**src/rtl/amo_ctrl.sv**
```systemverilog
// LR/SC/AMO sequencer: read, modify, write on the data port, driving the reservation table.
// Define AMO_MINMAX_EN to build MIN/MAX/MINU/MAXU; otherwise those codes are illegal.
module amo_ctrl #(
    parameter int XLEN = 32,
    parameter int N_IDS = 1,
    localparam int IDW = (N_IDS > 1) ? $clog2(N_IDS) : 1
) (
    input  logic            i_clk,
    input  logic            i_rst,
    input  logic            i_req,
    input  logic [IDW-1:0]  i_id,
    input  logic [4:0]      i_op,
    input  logic [XLEN-1:0] i_addr,
    input  logic [XLEN-1:0] i_wdata,
    output logic            o_ack,
    output logic [XLEN-1:0] o_rdata,
    output logic            o_err,
    output logic            o_mem_req,
    output logic            o_mem_we,
    output logic [XLEN-1:0] o_mem_addr,
    output logic [XLEN-1:0] o_mem_wdata,
    input  logic            i_mem_ack,
    input  logic [XLEN-1:0] i_mem_rdata,
    output logic            o_tbl_wr_en,
    output logic            o_tbl_set_res,
    output logic            o_tbl_check_res,
    output logic [IDW-1:0]  o_tbl_id,
    output logic [XLEN-1:0] o_tbl_addr,
    input  logic            i_tbl_gnt
);

    localparam logic [4:0] OP_ADD  = 5'b00000;
    localparam logic [4:0] OP_SWAP = 5'b00001;
    localparam logic [4:0] OP_LR   = 5'b00010;
    localparam logic [4:0] OP_SC   = 5'b00011;
    localparam logic [4:0] OP_XOR  = 5'b00100;
    localparam logic [4:0] OP_OR   = 5'b01000;
    localparam logic [4:0] OP_AND  = 5'b01100;
`ifdef AMO_MINMAX_EN
    localparam logic [4:0] OP_MIN  = 5'b10000;
    localparam logic [4:0] OP_MAX  = 5'b10100;
    localparam logic [4:0] OP_MINU = 5'b11000;
    localparam logic [4:0] OP_MAXU = 5'b11100;
`endif

    localparam logic [XLEN-1:0] ONE = {{(XLEN-1){1'b0}}, 1'b1};

    typedef enum logic [2:0] {IDLE, RD, RES, CHK, WR, DONE} state_t;

    state_t          state;
    logic [IDW-1:0]  id_q;
    logic [4:0]      op_q;
    logic [XLEN-1:0] addr_q;
    logic [XLEN-1:0] wdata_q;
    logic [XLEN-1:0] result;

    function automatic logic legal(input logic [4:0] op);
        case (op)
            OP_ADD, OP_SWAP, OP_LR, OP_SC,
            OP_XOR, OP_OR, OP_AND: legal = 1'b1;
`ifdef AMO_MINMAX_EN
            OP_MIN, OP_MAX,
            OP_MINU, OP_MAXU: legal = 1'b1;
`endif
            default: legal = 1'b0;
        endcase
    endfunction

    function automatic logic [XLEN-1:0] modify(
        input logic [4:0]      op,
        input logic [XLEN-1:0] old,
        input logic [XLEN-1:0] rs2
    );
        case (op)
            OP_ADD:  modify = old + rs2;
            OP_XOR:  modify = old ^ rs2;
            OP_OR:   modify = old | rs2;
            OP_AND:  modify = old & rs2;
            OP_SWAP: modify = rs2;
`ifdef AMO_MINMAX_EN
            OP_MIN:  modify = ($signed(old) < $signed(rs2)) ? old : rs2;
            OP_MAX:  modify = ($signed(old) > $signed(rs2)) ? old : rs2;
            OP_MINU: modify = (old < rs2) ? old : rs2;
            OP_MAXU: modify = (old > rs2) ? old : rs2;
`endif
            default: modify = rs2;
        endcase
    endfunction

    assign o_mem_addr = addr_q;
    assign o_tbl_addr = addr_q;
    assign o_tbl_id   = id_q;
    // Any completed store kills reservations on this address, ours included.
    assign o_tbl_wr_en = (state == WR) && i_mem_ack;

    always_ff @(posedge i_clk) begin
        if (!i_rst) begin
            state           <= IDLE;
            id_q            <= '0;
            op_q            <= '0;
            addr_q          <= '0;
            wdata_q         <= '0;
            result          <= '0;
            o_ack           <= 1'b0;
            o_rdata         <= '0;
            o_err           <= 1'b0;
            o_mem_req       <= 1'b0;
            o_mem_we        <= 1'b0;
            o_mem_wdata     <= '0;
            o_tbl_set_res   <= 1'b0;
            o_tbl_check_res <= 1'b0;
        end else begin
            o_ack           <= 1'b0;
            o_rdata         <= '0;
            o_err           <= 1'b0;
            o_tbl_set_res   <= 1'b0;
            o_tbl_check_res <= 1'b0;
            unique case (state)
                IDLE: if (i_req) begin
                    id_q    <= i_id;
                    op_q    <= i_op;
                    addr_q  <= i_addr;
                    wdata_q <= i_wdata;
                    if (!legal(i_op)) begin
                        state  <= DONE;
                        result <= '0;
                        o_ack  <= 1'b1;
                        o_err  <= 1'b1;
                    end else if (i_op == OP_SC) begin
                        state           <= CHK;
                        o_tbl_check_res <= 1'b1;
                    end else begin
                        state     <= RD;
                        o_mem_req <= 1'b1;
                        o_mem_we  <= 1'b0;
                    end
                end
                RD: if (i_mem_ack) begin
                    result <= i_mem_rdata;
                    if (op_q == OP_LR) begin
                        state         <= RES;
                        o_mem_req     <= 1'b0;
                        o_tbl_set_res <= 1'b1;
                    end else begin
                        state       <= WR;
                        o_mem_we    <= 1'b1;
                        o_mem_wdata <= modify(op_q, i_mem_rdata, wdata_q);
                    end
                end
                RES: begin
                    state   <= DONE;
                    o_ack   <= 1'b1;
                    o_rdata <= result;
                end
                CHK: if (i_tbl_gnt) begin
                    state       <= WR;
                    result      <= '0;
                    o_mem_req   <= 1'b1;
                    o_mem_we    <= 1'b1;
                    o_mem_wdata <= wdata_q;
                end else begin
                    state   <= DONE;
                    result  <= ONE;
                    o_ack   <= 1'b1;
                    o_rdata <= ONE;
                end
                WR: if (i_mem_ack) begin
                    state     <= DONE;
                    o_mem_req <= 1'b0;
                    o_mem_we  <= 1'b0;
                    o_ack     <= 1'b1;
                    o_rdata   <= result;
                end
                DONE: state <= IDLE;
                default: state <= IDLE;
            endcase
        end
    end

endmodule

```
**config.mk**
```make
export PLATFORM = sky130hd
export DESIGN_NAME = amo_ctrl
export DESIGN_NICKNAME = d
export VERILOG_FILES = /design/src/rtl/amo_ctrl.sv
export SDC_FILE = /design/constraint.sdc
export NUM_CORES = 1
export LEC_CHECK = 0
export ABC_CLOCK_PERIOD_IN_PS = 5800
export BUFFER_PORTS_ARGS = -buffer_cell sky130_fd_sc_hd__buf_2
export CORE_UTILIZATION = 35
export DETAILED_ROUTE_END_ITERATION = 7
export GPL_TIMING_DRIVEN = 0
export PLACE_DENSITY = 0.68
export SLEW_MARGIN = 20
export SYNTH_ARGS = -nofsm -noshare
export SYNTH_HDL_FRONTEND = slang
export SYNTH_SLANG_ARGS = --single-unit
```
**constraint.sdc**
```tcl
create_clock -name i_clk -period 5.8 [get_ports i_clk]
set_input_delay 0.87 -clock i_clk [delete_from_list [all_inputs] [get_ports i_clk]]
set_output_delay 0.87 -clock i_clk [all_outputs]
set_load 0.05 [all_outputs]
```
==> out/metrics.csv <==
stage,metric,value,unit
status,status,completed,
power_and_ir_drop,pwr dens,309.4,nW/µm²
floorplanning,die height,170.7,µm
finish,area occupied by registers,3503,µm²
critical_path,"Slowest-stage cell, CP",o21ai_0,
drt,Detailed Route WL,35.36,mm
hold_path,Hold Path Stages,2,
timing,crit share post-route,0.5471,
critical_path,CP Buf/Inv Count,3,
global_routing,antenna violations before repair,0,
floorplanning,die area,29140,µm²
floorplanning,Initial Util,0.3576,
place,hpwl dp,26.63,mm
hold_path,hold crit path type,reg2reg,
timing,setup violators final,0,
timing,Max Freq,315.1,MHz
synth,syn_nets,1444,
critical_path,capturing point of the worst reg2reg path,o_mem_wdata[27]$_SDFFE_PN0P_,
power_and_ir_drop,maximum vdd ir drop,0.1985,mV
synth,Syn Area/Cell,7.832,µm²
clocking,post-cts gate resize count,0,
global_routing,first-pass GRT wire length,53.41,mm
critical_path,R2R setup slack,2750,ps
clocking,Inserted Clock Buffers,17,
synth,"EDFF count, synth",0,
floorplanning,Core Area,27860,µm²
critical_path,CP top delay family,compound AO/OA/AOI/OAI gates,
floorplanning,num rows,61,
timing,unrepaired setup endpoints after global routing,false,
drt,WL/cell,18.38,µm
clocking,Worst-path clk slew,70,ps
place,placed inst area,11650,µm²
synth,"area leader, netlist",dfxtp_1,
synth,Cells after Synth,1272,
synth,register area share after synthesis,0.3517,
critical_path,Crit path required time,6120,ps
hold_path,Worst Hold Endpoint,o_mem_wdata[15]$_SDFFE_PN0P_,
clocking,htree depth,4,
critical_path,CP cell instances,"buf_2, inv_1, ha_1, clkbuf_2, a21oi_1, o21ai_0, nor3_1, o21ai_0, a31oi_1, xnor2_1, a221oi_1, nor4b_1",
clocking,CTS tree,built,
drt,total number of vias,10020,
timing,number of max-slew violations in the final report,0,
critical_path,RR Startpoint,wdata_q[6]$_SDFFE_PN0P_,
clocking,CTS Buffer Depth,2,
finish,ANT cells,0,
drt,1st-iter DRT viols,889,
finish,Multi-input gate area,5643,µm²
critical_path,critical path class,in2reg,
hold_path,hold path startpoint,o_mem_wdata[15]$_SDFFE_PN0P_,
finish,design area,12250,µm²
synth,async set-reset flop share out of synthesis,0,
clocking,clock latency on the worst-skew pair,450,ps
synth,#FFs+latches synth,175,
critical_path,Setup crit end kind,register,
clocking,CTS Sinks,175,
timing,worst-margin pin slew,859.3,ps
finish,filler instances,2892,
critical_path,Crit Path Max Fanout,7,
timing,clock skew,14.46,ps
critical_path,critical path's largest stage delay,610,ps
finish,Area Growth Syn to Fin,22.98,%
critical_path,crit path launch type,input port,
synth,synth unique cells,64,
synth,ys flop type,dfxtp_1,
drt,residual DRC count,0,
global_routing,All-Layer GR Usage,0.2435,
power_and_ir_drop,Leak Pwr,5.512,nW
synth,share of the synthesized area in the top cell type,0.3517,
finish,layout cells sized above 1,0.2154,
global_routing,vias in the first global route,9331,
place,number of port buffers,241,
run,Max Cap Violations,0,
synth,Mapped Area,9962,µm²
drt,routed vias/inst,5.205,
critical_path,crit path DAT,3500,ps
clocking,"Setup Fix Bufs, Post-CTS",0,
critical_path,"most used cell, CP",o21ai_0,
critical_path,Reg2Reg Depth,11,
timing,Slew HR,0.4271,
synth,synth top area cells,"dfxtp_1 35%, nand2_1 9.1%, ha_1 8.0%",
finish,Nets,1705,
timing,Tmin final,3173,ps
timing,final hold violations,0,
clocking,cts hold-fix bufs,0,
clocking,clock root buffer,clkbuf_16,
place,Placer Congestion,0.9354,
global_routing,GRT overflow,0,
timing,setup TNS,0,ps
drt,Post-DRT Antenna Nets,0,
floorplanning,I/O pin total,243,
global_routing,largest net degree at the start of global routing,17,
floorplanning,DIE WIDTH,170.7,µm
synth,Yosys warning count,0,
drt,Pre-antenna DRT Iters,5,
-- worst min-delay path, stage by stage (launching register included) --
cell	delay (ps)
dfxtp_1	320
nand2_1	40
o21ai_0	50
-- worst max-delay path by stage --
stage	from	endpoint	slack (ps)	depth (start not counted)
after floorplan	i_mem_rdata[0]	o_mem_wdata[30]$_SDFFE_PN0P_	2860	12
after global placement	i_mem_rdata[6]	o_mem_wdata[27]$_SDFFE_PN0P_	2270	12
after detailed placement	i_mem_rdata[18]	o_mem_wdata[29]$_SDFFE_PN0P_	2230	12
after CTS	i_mem_rdata[6]	o_mem_wdata[27]$_SDFFE_PN0P_	2680	12
after global routing	i_mem_rdata[6]	o_mem_wdata[27]$_SDFFE_PN0P_	2440	12
final	i_mem_rdata[6]	o_mem_wdata[27]$_SDFFE_PN0P_	2630	12
-- flip-flops by register name, indices dropped and copies added, names as in the netlist --
signal,count
o_mem_wdata,32
state,3
o_tbl_check_res,1
o_err,1
o_ack,1
result,32
o_rdata,32
o_mem_we,1
o_tbl_id,1
o_mem_req,1
o_mem_addr,32
op_q,5
wdata_q,32
o_tbl_set_res,1
-- per-layer routing --
layer	GRT usage	vias to the layer above	share of wire
met1	0.3308	4729	0.44
li1	-	4818	-
met4	0.09675	0	0.026
met3	0.03655	57	0.075
met2	0.3849	411	0.46
met5	0	-	0
-- layout by cell type (no fill, tap or decap), types with 5 or more instances in the layout --
cell type and instances:
xor2_1 9, a221oi_1 8, clkbuf_16 17, dfxtp_1 175
buf_2 248, buf_1 7, xnor2_1 9, inv_1 74
o21ai_0 60, nor2b_1 16, o211ai_1 25, mux2i_1 8
a21o_1 13, nand2_1 242, ha_1 64, a211oi_1 9
and3_1 13, nand2b_1 9, buf_4 33, nor2_1 49
a21boi_1 5, a21boi_0 105, o21a_1 6, and2_1 39
nand4_1 5, nor3_1 15, a31oi_1 10, a21oi_1 75
or2_2 5, nand3_1 49, mux2_2 8, clkbuf_1 66
-- power by group --
| group | internal [mW] | switching, mW |
|---|---|---|
| Sequential | 1.29 | 0.0673 |
| Combinational | 0.366 | 0.864 |
| Clock | 0.682 | 0.527 |
| Total | 2.33 | 1.46 |
-- cell families (layout without fill, tap and decap cells) --
kind of cell	count (synthesis)	count (layout)	share of synthesized area
buf+inv	184	458	0.08239
simple gates	455	455	0.2059
mux	16	16	0.01708
flops	175	175	0.3517
xor+xnor	18	18	0.01583
compound gates	359	359	0.2448
fa+ha+maj	65	65	0.08239
-- stage by stage --
stage / hold slack (ps) / power (mW) / std cells / worst slack [ps] / utilization
floorplan: 426.2 / 2.206 / 1272 / 2856 / -
global placement: 434.0 / 2.573 / 1891 / 2273 / 0.4179
detailed placement: 442.5 / 2.590 / 1892 / 2229 / 0.4183
CTS: 455.9 / 3.793 / 1924 / 2679 / 0.4398
global route: 474.8 / 3.968 / 1924 / 2442 / 0.4398
finish: 454.1 / 3.791 / 1924 / 2627 / 0.4398
-- cells in the mapped netlist (all sizes together), types with 3 or more instances --
| library cell | instances |
|---|---|
| a211oi | 9 |
| a21boi | 110 |
| a21o | 13 |
| a21oi | 76 |
| a221oi | 9 |
| a31oi | 10 |
| and2 | 40 |
| and3 | 13 |
| buf | 46 |
| clkbuf | 64 |
| dfxtp | 175 |
| ha | 64 |
| inv | 74 |
| mux2 | 8 |
| mux2i | 8 |
| nand2 | 242 |
| nand2b | 9 |
| nand3 | 49 |
| nand4 | 5 |
| nor2 | 50 |
| nor2b | 16 |
| nor3 | 15 |
| o211a | 3 |
| o211ai | 25 |
| o21a | 7 |
| o21ai | 64 |
| o21bai | 4 |
| o221ai | 3 |
| o22a | 3 |
| o31ai | 4 |
| or2 | 5 |
| or3 | 4 |
| xnor2 | 9 |
| xor2 | 9 |
-- cell type report --
cell class                      count  area share
Multi-Input combinational cell    913      0.4606
Sequential cell                   175      0.2859
Timing Repair Buffer              242     0.09906
Buffer                            110     0.04432
Tap cell                          378     0.03860
Clock buffer                       20     0.03564
Inverter                           74     0.02267
Clock inverter                     12     0.01317
Note: power is estimated with default switching activity, not from simulation.
